==> src/rtl/spi_pkg.sv <==
// ---------------------------------------------------------------------------
// spi_pkg: FSM encoding, SPI mode constants and defaults for spi_master_cfg.
// Revision: 1.0
// ---------------------------------------------------------------------------
`default_nettype none

package spi_pkg;

   typedef enum logic [1:0] {
      ST_IDLE  = 2'd0,
      ST_SETUP = 2'd1,
      ST_XFER  = 2'd2,
      ST_HOLD  = 2'd3
   } state_e;

   localparam logic CPOL_IDLE_LOW  = 1'b0;
   localparam logic CPOL_IDLE_HIGH = 1'b1;
   localparam logic CPHA_LEAD      = 1'b0;
   localparam logic CPHA_TRAIL     = 1'b1;

   // {cpol, cpha}
   localparam logic [1:0] SPI_MODE0 = 2'b00;
   localparam logic [1:0] SPI_MODE1 = 2'b01;
   localparam logic [1:0] SPI_MODE2 = 2'b10;
   localparam logic [1:0] SPI_MODE3 = 2'b11;

   localparam int DEF_DATA_WIDTH = 16;
   localparam int DEF_NUM_CS     = 4;
   localparam int DEF_DIV_W      = 8;

   function automatic int clog2_min1(input int v);
      return (v > 1) ? $clog2(v) : 1;
   endfunction

endpackage

`default_nettype wire

==> src/rtl/spi_master_cfg_if.sv <==
// ---------------------------------------------------------------------------
// spi_master_cfg_if: command/response handshake bundle of spi_master_cfg.
// Revision: 1.0
// ---------------------------------------------------------------------------
`default_nettype none

interface spi_master_cfg_if
   import spi_pkg::*;
#(
   parameter int DATA_WIDTH = DEF_DATA_WIDTH,
   parameter int NUM_CS     = DEF_NUM_CS,
   parameter int DIV_W      = DEF_DIV_W
) ();

   localparam int LEN_W = clog2_min1(DATA_WIDTH);
   localparam int CS_W  = clog2_min1(NUM_CS);

   logic                  cmd_vld;
   logic                  cmd_rdy;
   logic [DATA_WIDTH-1:0] cmd_data;
   logic [LEN_W-1:0]      cmd_len;
   logic [CS_W-1:0]       cmd_cs;
   logic                  cmd_cpol;
   logic                  cmd_cpha;
   logic [DIV_W-1:0]      cmd_div;
   logic                  rsp_vld;
   logic [DATA_WIDTH-1:0] rsp_data;

   modport master (
      output cmd_vld, cmd_data, cmd_len, cmd_cs, cmd_cpol, cmd_cpha, cmd_div,
      input  cmd_rdy, rsp_vld, rsp_data
   );

   modport slave (
      input  cmd_vld, cmd_data, cmd_len, cmd_cs, cmd_cpol, cmd_cpha, cmd_div,
      output cmd_rdy, rsp_vld, rsp_data
   );

endinterface

`default_nettype wire

==> src/rtl/spi_clk_gen.sv <==
// ---------------------------------------------------------------------------
// spi_clk_gen: half-period counter, lead/trail edge strobes, registered sclk.
// Revision: 1.0
// ---------------------------------------------------------------------------
`default_nettype none

module spi_clk_gen
   import spi_pkg::*;
#(
   parameter int DIV_W = DEF_DIV_W
) (
   input  logic             clk,
   input  logic             rst_n,
   input  logic             run,
   input  logic [DIV_W-1:0] half,
   input  logic             edge_en,
   input  logic             load,
   input  logic             load_val,
   input  logic             idle,
   output logic             tick,
   output logic             lead,
   output logic             trail,
   output logic             sclk
);

   logic [DIV_W-1:0] cnt_q, cnt_d;
   logic             sclk_q, sclk_d;
   logic             toggle;

   always_comb begin
      tick   = run && (cnt_q == (half - DIV_W'(1)));
      toggle = tick && edge_en;
      lead   = toggle && (sclk_q == idle);
      trail  = toggle && (sclk_q != idle);
      cnt_d  = cnt_q + DIV_W'(1);
      if (!run || tick) begin
         cnt_d = '0;
      end
      // load wins so sclk sits at the new idle level from the cycle after fire
      sclk_d = sclk_q;
      if (load) begin
         sclk_d = load_val;
      end else if (toggle) begin
         sclk_d = ~sclk_q;
      end
   end

   always_ff @(posedge clk or negedge rst_n) begin
      if (!rst_n) begin
         cnt_q  <= '0;
         sclk_q <= 1'b0;
      end else begin
         cnt_q  <= cnt_d;
         sclk_q <= sclk_d;
      end
   end

   assign sclk = sclk_q;

endmodule

`default_nettype wire

==> src/rtl/spi_master_cfg.sv <==
// ---------------------------------------------------------------------------
// spi_master_cfg: per-command configurable SPI master (mode, length, CS, rate).
// Revision: 1.0
// ---------------------------------------------------------------------------
`default_nettype none

module spi_master_cfg
   import spi_pkg::*;
#(
   parameter int DATA_WIDTH = DEF_DATA_WIDTH,
   parameter int NUM_CS     = DEF_NUM_CS,
   parameter int DIV_W      = DEF_DIV_W
) (
   input  logic              clk,
   input  logic              rst_n,
   spi_master_cfg_if.slave   bus,
   output logic              sclk,
   output logic [NUM_CS-1:0] cs_n,
   output logic              mosi,
   input  logic              miso,
   output logic              busy
);

   localparam int N_W = $clog2(DATA_WIDTH + 1);

   state_e                state_q, state_d;
   logic                  cpol_q, cpol_d;
   logic                  cpha_q, cpha_d;
   logic [N_W-1:0]        n_q, n_d;
   logic [DIV_W-1:0]      half_q, half_d;
   logic [N_W:0]          edges_q, edges_d;
   logic [DATA_WIDTH-1:0] tx_q, tx_d;
   logic [DATA_WIDTH-1:0] rx_q, rx_d;
   logic [NUM_CS-1:0]     cs_n_q, cs_n_d;
   logic                  mosi_q, mosi_d;
   logic                  rsp_vld_q, rsp_vld_d;
   logic [DATA_WIDTH-1:0] rsp_data_q, rsp_data_d;

   logic                  fire;
   logic                  run;
   logic                  tick;
   logic                  lead;
   logic                  trail;
   logic                  edge_en;
   logic                  sample;
   logic                  shift;
   logic [N_W:0]          two_n;
   int                    n_int;
   logic [N_W-1:0]        n_cmd;
   logic [DATA_WIDTH-1:0] aligned;
   logic [NUM_CS-1:0]     cs_dec;

   assign fire    = bus.cmd_vld && (state_q == ST_IDLE);
   assign run     = (state_q != ST_IDLE);
   assign two_n   = {n_q, 1'b0};
   assign edge_en = (state_q == ST_SETUP) ||
                    ((state_q == ST_XFER) && (edges_q != two_n));
   assign sample  = (cpha_q == CPHA_LEAD) ? lead  : trail;
   assign shift   = (cpha_q == CPHA_LEAD) ? trail : lead;

   // Left-align the active bits so the shifter always emits from the MSB.
   always_comb begin
      n_int = int'(bus.cmd_len) + 1;
      if (n_int > DATA_WIDTH) begin
         n_int = DATA_WIDTH;
      end
      n_cmd   = N_W'(n_int);
      aligned = bus.cmd_data << (DATA_WIDTH - n_int);
      cs_dec  = '1;
      for (int i = 0; i < NUM_CS; i++) begin
         if (int'(bus.cmd_cs) == i) begin
            cs_dec[i] = 1'b0;
         end
      end
   end

   spi_clk_gen #(
      .DIV_W (DIV_W)
   ) u_clk_gen (
      .clk      (clk),
      .rst_n    (rst_n),
      .run      (run),
      .half     (half_q),
      .edge_en  (edge_en),
      .load     (fire),
      .load_val (bus.cmd_cpol),
      .idle     (cpol_q),
      .tick     (tick),
      .lead     (lead),
      .trail    (trail),
      .sclk     (sclk)
   );

   always_comb begin
      state_d    = state_q;
      cpol_d     = cpol_q;
      cpha_d     = cpha_q;
      n_d        = n_q;
      half_d     = half_q;
      edges_d    = edges_q;
      tx_d       = tx_q;
      rx_d       = rx_q;
      cs_n_d     = cs_n_q;
      mosi_d     = mosi_q;
      rsp_vld_d  = 1'b0;
      rsp_data_d = rsp_data_q;

      if (sample) begin
         rx_d    = rx_q << 1;
         rx_d[0] = miso;
      end
      if (shift) begin
         mosi_d = tx_q[DATA_WIDTH-1];
         tx_d   = tx_q << 1;
      end

      case (state_q)
         ST_IDLE: begin
            if (fire) begin
               state_d = ST_SETUP;
               cpol_d  = bus.cmd_cpol;
               cpha_d  = bus.cmd_cpha;
               n_d     = n_cmd;
               half_d  = (bus.cmd_div == '0) ? DIV_W'(1) : bus.cmd_div;
               edges_d = '0;
               rx_d    = '0;
               cs_n_d  = cs_dec;
               // CPHA=0 must present the first bit before the first edge
               if (bus.cmd_cpha == CPHA_LEAD) begin
                  mosi_d = aligned[DATA_WIDTH-1];
                  tx_d   = aligned << 1;
               end else begin
                  mosi_d = 1'b0;
                  tx_d   = aligned;
               end
            end
         end
         ST_SETUP: begin
            if (tick) begin
               state_d = ST_XFER;
               edges_d = edges_q + 1'b1;
            end
         end
         ST_XFER: begin
            if (tick) begin
               if (edges_q == two_n) begin
                  state_d = ST_HOLD;
               end else begin
                  edges_d = edges_q + 1'b1;
               end
            end
         end
         ST_HOLD: begin
            if (tick) begin
               state_d    = ST_IDLE;
               cs_n_d     = '1;
               mosi_d     = 1'b0;
               rsp_vld_d  = 1'b1;
               rsp_data_d = rx_q;
            end
         end
         default: begin
            state_d = ST_IDLE;
         end
      endcase
   end

   always_ff @(posedge clk or negedge rst_n) begin
      if (!rst_n) begin
         state_q    <= ST_IDLE;
         cpol_q     <= 1'b0;
         cpha_q     <= 1'b0;
         n_q        <= '0;
         half_q     <= DIV_W'(1);
         edges_q    <= '0;
         tx_q       <= '0;
         rx_q       <= '0;
         cs_n_q     <= '1;
         mosi_q     <= 1'b0;
         rsp_vld_q  <= 1'b0;
         rsp_data_q <= '0;
      end else begin
         state_q    <= state_d;
         cpol_q     <= cpol_d;
         cpha_q     <= cpha_d;
         n_q        <= n_d;
         half_q     <= half_d;
         edges_q    <= edges_d;
         tx_q       <= tx_d;
         rx_q       <= rx_d;
         cs_n_q     <= cs_n_d;
         mosi_q     <= mosi_d;
         rsp_vld_q  <= rsp_vld_d;
         rsp_data_q <= rsp_data_d;
      end
   end

   assign bus.cmd_rdy  = (state_q == ST_IDLE);
   assign bus.rsp_vld  = rsp_vld_q;
   assign bus.rsp_data = rsp_data_q;
   assign cs_n         = cs_n_q;
   assign mosi         = mosi_q;
   assign busy         = (state_q != ST_IDLE);

endmodule

`default_nettype wire

==> src/flat_wrapper.sv <==
// flat-port wrapper written by rule: the top's interface ports become plain ports
module spi_master_cfg_flat import spi_pkg::*;
#(
   parameter int DATA_WIDTH = DEF_DATA_WIDTH,
   parameter int NUM_CS     = DEF_NUM_CS,
   parameter int DIV_W      = DEF_DIV_W
)
  (clk, rst_n, sclk, cs_n, mosi, miso, busy, bus_cmd_vld, bus_cmd_data, bus_cmd_len, bus_cmd_cs, bus_cmd_cpol, bus_cmd_cpha, bus_cmd_div, bus_cmd_rdy, bus_rsp_vld, bus_rsp_data);
  spi_master_cfg_if #(.DATA_WIDTH(DATA_WIDTH), .NUM_CS(NUM_CS), .DIV_W(DIV_W)) bus_i ();
  input  logic clk;
  input  logic rst_n;
  output logic sclk;
  output logic [NUM_CS-1:0] cs_n;
  output logic mosi;
  input  logic miso;
  output logic busy;
  input wire logic [$bits(bus_i.cmd_vld)-1:0] bus_cmd_vld;
  input wire logic [$bits(bus_i.cmd_data)-1:0] bus_cmd_data;
  input wire logic [$bits(bus_i.cmd_len)-1:0] bus_cmd_len;
  input wire logic [$bits(bus_i.cmd_cs)-1:0] bus_cmd_cs;
  input wire logic [$bits(bus_i.cmd_cpol)-1:0] bus_cmd_cpol;
  input wire logic [$bits(bus_i.cmd_cpha)-1:0] bus_cmd_cpha;
  input wire logic [$bits(bus_i.cmd_div)-1:0] bus_cmd_div;
  output wire logic [$bits(bus_i.cmd_rdy)-1:0] bus_cmd_rdy;
  output wire logic [$bits(bus_i.rsp_vld)-1:0] bus_rsp_vld;
  output wire logic [$bits(bus_i.rsp_data)-1:0] bus_rsp_data;
  assign bus_i.cmd_vld = bus_cmd_vld;
  assign bus_i.cmd_data = bus_cmd_data;
  assign bus_i.cmd_len = bus_cmd_len;
  assign bus_i.cmd_cs = bus_cmd_cs;
  assign bus_i.cmd_cpol = bus_cmd_cpol;
  assign bus_i.cmd_cpha = bus_cmd_cpha;
  assign bus_i.cmd_div = bus_cmd_div;
  assign bus_cmd_rdy = bus_i.cmd_rdy;
  assign bus_rsp_vld = bus_i.rsp_vld;
  assign bus_rsp_data = bus_i.rsp_data;
  spi_master_cfg #(.DATA_WIDTH(DATA_WIDTH), .NUM_CS(NUM_CS), .DIV_W(DIV_W)) u_core (.clk(clk), .rst_n(rst_n), .bus(bus_i), .sclk(sclk), .cs_n(cs_n), .mosi(mosi), .miso(miso), .busy(busy));
endmodule
==> config.mk <==
export PLATFORM = sky130hd
export DESIGN_NAME = spi_master_cfg_flat
export DESIGN_NICKNAME = d
export VERILOG_FILES = /design/src/rtl/spi_pkg.sv /design/src/rtl/spi_master_cfg_if.sv /design/src/rtl/spi_clk_gen.sv /design/src/rtl/spi_master_cfg.sv /design/src/flat_wrapper.sv
export SDC_FILE = /design/constraint.sdc
export NUM_CORES = 1
export LEC_CHECK = 0
export ABC_CLOCK_PERIOD_IN_PS = 3000
export BUFFER_PORTS_ARGS = -buffer_cell sky130_fd_sc_hd__buf_2
export CORE_MARGIN = 3
export CORE_UTILIZATION = 54
export DETAILED_ROUTE_END_ITERATION = 10
export PLACE_DENSITY = 0.77
export RECOVER_POWER = 50
export REMOVE_ABC_BUFFERS = 1
export SLEW_MARGIN = 5
export SYNTH_ARGS = -nofsm -noshare
export SYNTH_HDL_FRONTEND = slang
export SYNTH_SLANG_ARGS = --single-unit
==> constraint.sdc <==
create_clock -name clk -period 3 [get_ports clk]
set_clock_uncertainty 0.15 [all_clocks]
set_input_delay 0.3 -clock clk [delete_from_list [all_inputs] [get_ports clk]]
set_output_delay 0.3 -clock clk [all_outputs]
set_load 0.005 [all_outputs]
==> flow_summary.yaml, run 1 <==
floorplan:
  die_x_um: 106
  num_io_pins: 61
  core_area_um2: 9460
  dieArea_um2: 11200
  rows: 35
  die_height_um: 106
  start_util: 0.570
logic_synthesis:
  synth_warnings: 0
  ys_types: 66
  synth-seq-area-share: 0.400
  syn_avg_cell_area_um2: 9.72
  ys_async_sr_fraction: 1.00
  ys.flop_type: "dfrtp_1"
  netlist_area_um2: 5390
  synth_edf_count: 0
  synthCells: 555
  ys_seq_elements: 86
detailed_routing:
  drc: 0
  ant_nets: 0
  dr.pass1.iters: 5
  wirelength_um: 12600
  wl_per_cell_um: 16.3
  drtIter0Drc: 277
  vias: 4607
  via_per_inst: 5.98
run_status:
  status: "finished, violations left"
  violations: "capacitance limit, slew limit"
global_route:
  grt_max_degree: 87
  grt_util_all_layers: 0.228
  grt_antenna_before_repair: 0
  grt_remaining_overflow: 0
  grt_pass1_vias: 4504
  grt_pass1_wl_um: 21100
pwr:
  p_per_area_nw_per_um2: 390
  max-vdd-ir-drop_mv: 0.217
  leakage_nw: 2.74
  p_total_mw: 2.45
finish:
  diodes: 0
  final_nets: 683
  drive_gt1_frac: 0.262
  final_cell_area_um2: 6270
  fill_cells: 798
  syn2layout_area_growth_pct: 16.3
timing:
  relSlewSlack: -0.390
  finalSetupViolCount: 0
  slew_violations: 87
  worstMarginPinSlew_ns: 2.08
  fin_hold_ws_ns: 0.0135
  min_period_over_period: 0.957
  hold_viol: 0
  period_needed_ns: 2.87
  max_freq_mhz: 348
  rsz0062_at_grt: "no"
clocking:
  clock_path_buffers: 2
  insertion_delay_ns: 0.37
  numClockSinks: 86
  h-tree-depth: 3
  root_buffer: "clkbuf_8"
  cts_buffers: 9
  clk_pin_slew_worst_paths_ns: 0.10
  cts_tree: "built"
critical_path:
  reg2reg_slack_ns: 0.13
  crit_chain: "or4_4 > nor4_4 > nor3b_2 > a211oi_4 > and4bb_2 > buf_4 > mux2_2 > o2bb2ai_1"
  worst_setup_path_start_kind: "register"
  cp-end-kind: "register"
  path_buf_inv: 1
  path_delay_family: "simple AND/OR/NAND/NOR gates"
  crit_path_max_fanout: 5
  slowest_stage: "or4_4"
  worstPathRequired_ns: 3.09
  worst-setup-path-type: "reg2reg"
  max_stage_delay_ns: 0.57
  crit_arrival_ns: 2.96
placed_design:
  gp_congestion: 0.929
  portBuffers: 60
  dp.final_hpwl_um: 9200
  place_area_um2: 6000
flow_run:
  cap_viol_max_count: 1
worst_hold_path:
  hp-class: "in2reg"
==> kinds of logic (layout without fill, tap and decap cells) <==
family                     after synthesis  count (layout)  share of synthesized area
AOI/OAI and AO/OA                      108             108                      0.137
xor gates and xnor gates                25              25                     0.0406
adders and majority gates               10              10                     0.0232
buffers and inverters                   54             141                     0.0466
DFF                                     86              86                      0.400
muxes                                   74              74                      0.158
and+or+nand+nor                        198             198                      0.194
==> stage by stage <==
stage | instances | util | worst slack (ns) | TNS (ns)
final | 771 | 0.663 | 0.130 | 0
after global placement | 750 | 0.634 | -0.0148 | -0.0171
after CTS | 770 | 0.662 | 0.0660 | 0
after floorplan | 523 | - | -0.381 | -5.13
after global routing | 771 | 0.663 | 0.000597 | 0
after detailed placement | 750 | 0.634 | -0.171 | -0.789
==> synthesized netlist by cell type, types with 6 or more instances <==
master | instances | share of area
a21oi_1 | 15 | 0.014
and3_1 | 6 | 0.0070
clkbuf_1 | 27 | 0.019
dfrtp_1 | 81 | 0.38
ha_1 | 10 | 0.023
inv_1 | 21 | 0.015
mux2_2 | 30 | 0.063
mux2i_1 | 38 | 0.071
mux4_2 | 6 | 0.025
nand2_1 | 53 | 0.037
nand2b_1 | 8 | 0.0093
nand3_1 | 25 | 0.023
nand4_1 | 6 | 0.0070
nor2_1 | 41 | 0.029
nor2b_1 | 6 | 0.0070
nor3_1 | 10 | 0.0093
nor4_1 | 6 | 0.0070
o211ai_1 | 12 | 0.017
o21ai_0 | 26 | 0.024
o22ai_1 | 8 | 0.0093
xnor2_1 | 14 | 0.023
xor2_1 | 11 | 0.018
==> area by class of cell <==
type                            count  area, um2  area share
Tap cell                          129        161      0.0257
Timing Repair Buffer              103        654       0.104
Inverter                           22       82.6      0.0132
Clock buffer                       10        138      0.0219
Clock inverter                      6       75.1      0.0120
Multi-Input combinational cell    415       3010       0.479
Sequential cell                    86       2160       0.344
==> registers in the layout, indices dropped and copies added, names as in the netlist <==
name / count
u_core.rx_q: 16
u_core.cs_n: 4
u_core.tx_q: 16
u_core.n_q: 5
u_core.bus.rsp_vld: 1
u_core.cpha_q: 1
u_core.u_clk_gen.cnt_q: 8
u_core.mosi: 1
u_core.state_q: 2
u_core.edges_q: 6
u_core.u_clk_gen.sclk: 1
u_core.half_q: 8
u_core.bus.rsp_data: 16
u_core.cpol_q: 1
==> routing by layer <==
| layer | part of all wire | global-route usage |
|---|---|---|
| met5 | 0 | 0 |
| met4 | 0.016 | 0.0712 |
| met3 | 0.048 | 0.0352 |
| met1 | 0.44 | 0.303 |
| met2 | 0.49 | 0.384 |
==> placed cells by master (no fill, tap or decap), drive strengths merged, types with 10 or more instances in the layout <==
cell,instances
nand2,54
nor2,41
mux2,30
clkbuf,17
nand3,26
ha,10
inv,24
xor2,11
buf,92
dfrtp,81
o211ai,12
xnor2,14
o21ai,26
mux2i,38
a21oi,15
nor3,10
==> worst reg2reg max path, cell delays in order, from the launching register on <==
cell and delay (ns):
dfstp_2 0.39, or4_4 0.57, nor4_4 0.29, nor3b_2 0.10, a211oi_4 0.29, and4bb_2 0.33
buf_4 0.17, mux2_2 0.34, o2bb2ai_1 0.12
==> worst paths after layout <==
check / from / endpoint / cells after the start
min in group asynchronous: rst_n / u_core.half_q[1] / 1
max in group asynchronous: rst_n / u_core.edges_q[5] / 1
max: u_core.half_q[0] / u_core.mosi / 8
min: bus_cmd_div[4] / u_core.half_q[4] / 3
max reg2reg: u_core.half_q[0] / u_core.mosi / 8
min reg2reg: u_core.bus.rsp_data[5] / u_core.bus.rsp_data[5] / 1
==> power breakdown <==
part	internal [mW]	total, mW	switching (mW)
sequential	1.16	1.17	0.00193
combinational	0.179	0.410	0.230
clock	0.421	0.872	0.451
total	1.76	2.45	0.684
==> what timing repair did <==
| action | in CTS | in global routing |
|---|---|---|
| gates cloned | 0 | 0 |
| hold buffers | 4 | 0 |
| endpoints found under the hold margin | 4 | 0 |
| resized for setup | 1 | 5 |
| setup endpoints to repair | 13 | 36 |
| pin swaps | 0 | 2 |
| setup buffers | 0 | 1 |
(Power assumes the default switching activity.)
==> inputs of run 2 (changes only) <==
--- a/config.mk
+++ b/config.mk
@@ -8,9 +8,8 @@
 export ABC_CLOCK_PERIOD_IN_PS = 3000
 export BUFFER_PORTS_ARGS = -buffer_cell sky130_fd_sc_hd__buf_2
 export CORE_MARGIN = 3
-export CORE_UTILIZATION = 54
+export CORE_UTILIZATION = 35
 export DETAILED_ROUTE_END_ITERATION = 10
-export PLACE_DENSITY = 0.77
 export RECOVER_POWER = 50
 export REMOVE_ABC_BUFFERS = 1
 export SLEW_MARGIN = 5
==> run 2 against run 1 <==
- the run still ends with capacitance limit, slew limit left
- worst hold slack improved by 0.0080 ns
- routed wire length decreased by 0.60%
- non-clock buffer count decreased by 2
- fmax decreased by 0.54%
- setup slack got worse by 0.016 ns
- core utilization decreased by 23 points
- clock power increased by 24%
- sequential share of layout area decreased by 0.84 points
- critical path depth increased by 1
- cell count increased by 6.9%
- critical path type unchanged
==> flow_summary.yaml, run 2 (synthesis gave the netlist of run 1 again) <==
run_status:
  status: "finished, violations left"
  violations: "capacitance limit, slew limit"
timing:
  min_period_over_period: 0.962
  relSlewSlack: -0.394
  finalSetupViolCount: 0
  fin_hold_ws_ns: 0.0215
  slew_violations: 87
  rsz0062_at_grt: "no"
  hold_viol: 0
  max_freq_mhz: 346
  worstMarginPinSlew_ns: 2.09
  period_needed_ns: 2.89
clocking:
  clk_pin_slew_worst_paths_ns: 0.06
  numClockSinks: 86
  root_buffer: "clkbuf_16"
  h-tree-depth: 3
  insertion_delay_ns: 0.34
  cts_buffers: 9
  clock_path_buffers: 2
  cts_tree: "built"
  post_cts.repair.setup_buffers: 0
finish:
  final_cell_mix: "dfrtp_1 (81), buf_2 (55), nand2_1 (53), nor2_1 (41), mux2i_1 (38)"
  layout_commonest_cell: "dfrtp_1"
  final_nets: 681
  final_cell_area_um2: 6430
  diodes: 0
  drive_gt1_frac: 0.275
  syn2layout_area_growth_pct: 19.3
  fill_cells: 1453
pwr:
  max-vdd-ir-drop_mv: 0.223
  leakage_nw: 2.78
  p_per_area_nw_per_um2: 412
global_route:
  grt_remaining_overflow: 0
  grt_antenna_before_repair: 0
  grt_pass1_wl_um: 21100
  grt_pass1_vias: 4342
  grt_max_degree: 87
  grt_util_all_layers: 0.152
critical_path:
  cp-end-kind: "register"
  rr_endpoint: "u_core.tx_q[13]"
  crit_path_max_fanout: 4
  crit_arrival_ns: 2.95
  reg2reg_slack_ns: 0.11
  worstPathRequired_ns: 3.07
  r2r.worst_path.cells: 9
  worst_setup_path_start_kind: "register"
  slowest_stage: "dfstp_2"
  max_stage_delay_ns: 0.57
  cp-endpoint: "u_core.tx_q[13]"
  path_buf_inv: 1
  timing.rr.start: "u_core.half_q[0]"
  crit_chain: "inv_1 > ha_2 > or2b_1 > a211oi_2 > nor3_2 > a211oi_4 > and4bb_2 > mux2_2 > a211o_1"
  path_delay_family: "compound AO/OA/AOI/OAI gates"
  crit_start: "u_core.half_q[0]"
  worst-setup-path-type: "reg2reg"
  worst-path-stages: 9
floorplan:
  die_x_um: 130
  num_io_pins: 61
  dieArea_um2: 16900
  start_util: 0.364
  rows: 44
  die_height_um: 130
  core_area_um2: 14800
placed_design:
  place_area_um2: 6090
  gp_congestion: 0.870
  dp.final_hpwl_um: 9400
  portBuffers: 60
flow_run:
  cap_viol_max_count: 1
detailed_routing:
  wirelength_um: 12500
  drtIter0Drc: 240
  dr.pass1.iters: 4
  drc: 0
  wl_per_cell_um: 15.2
  ant_nets: 0
  vias: 4419
  via_per_inst: 5.36
worst_hold_path:
  hp-class: "in2reg"
[run 2: routing by layer]
metal / vias to the layer above / track usage / wire [um]
li1: 2177 / - / -
met1: 2128 / 0.212 / 6050
met2: 95 / 0.241 / 5760
met3: 19 / 0.0315 / 558
met4: 0 / 0.0367 / 162
met5: - / 0 / 0
[run 2: per-stage QoR]
step	worst slack, ns	util	instances	power, mW	setup TNS (ns)
floorplan	-0.381	-	523	1.41	-5.13
CTS	0.0493	0.432	824	2.68	0
global route	0.00170	0.434	824	2.78	0
detailed placement	-0.258	0.411	808	1.59	-2.23
finish	0.114	0.434	824	2.65	0
global placement	-0.133	0.411	808	1.59	-0.586
[run 2: repair_timing]
| item | 4_1_cts | 5_1_grt |
|---|---|---|
| setup endpoints to repair | 16 | 28 |
| hold buffers | 0 | 0 |
| pin swaps | 0 | 3 |
| gates resized for setup | 1 | 12 |
| cloned | 0 | 0 |
[run 2: where the power goes]
part	switching [mW]	internal (mW)	leakage, nW
Combinational	0.229	0.178	1.63
Clock	0.463	0.614	0.146
Sequential	0.00185	1.17	1.00
[run 2: final cells by class]
cell class | instances | area, um2 | area share
clock buffers | 11 | 253 | 0.0393
clock inverters | 5 | 40.0 | 0.00622
inverters | 22 | 82.6 | 0.0128
multi-input cells | 415 | 3030 | 0.471
flip-flops and latches | 86 | 2160 | 0.336
well taps | 184 | 230 | 0.0358
repair buffers | 101 | 639 | 0.0994
[run 2: how the worst min path moves through the flow]
stage | startpoint | end | slack [ns] | cells past startpoint
global route | bus_cmd_div[5] | u_core.half_q[5] | 0.03 | 3
floorplan | rst_n | u_core.bus.rsp_data[0] | -0.15 | 0
CTS | bus_cmd_div[5] | u_core.half_q[5] | 0.02 | 3
finish | bus_cmd_div[5] | u_core.half_q[5] | 0.02 | 3
detailed placement | u_core.cpol_q | u_core.cpol_q | 0.33 | 2
global placement | u_core.bus.rsp_data[5] | u_core.bus.rsp_data[5] | 0.33 | 1
[run 2: worst min-delay path: cells and delay by family]
family	cells	cell delay (ns)
buffers and inverters	1	0.08
and+or+nand+nor	2	0.09
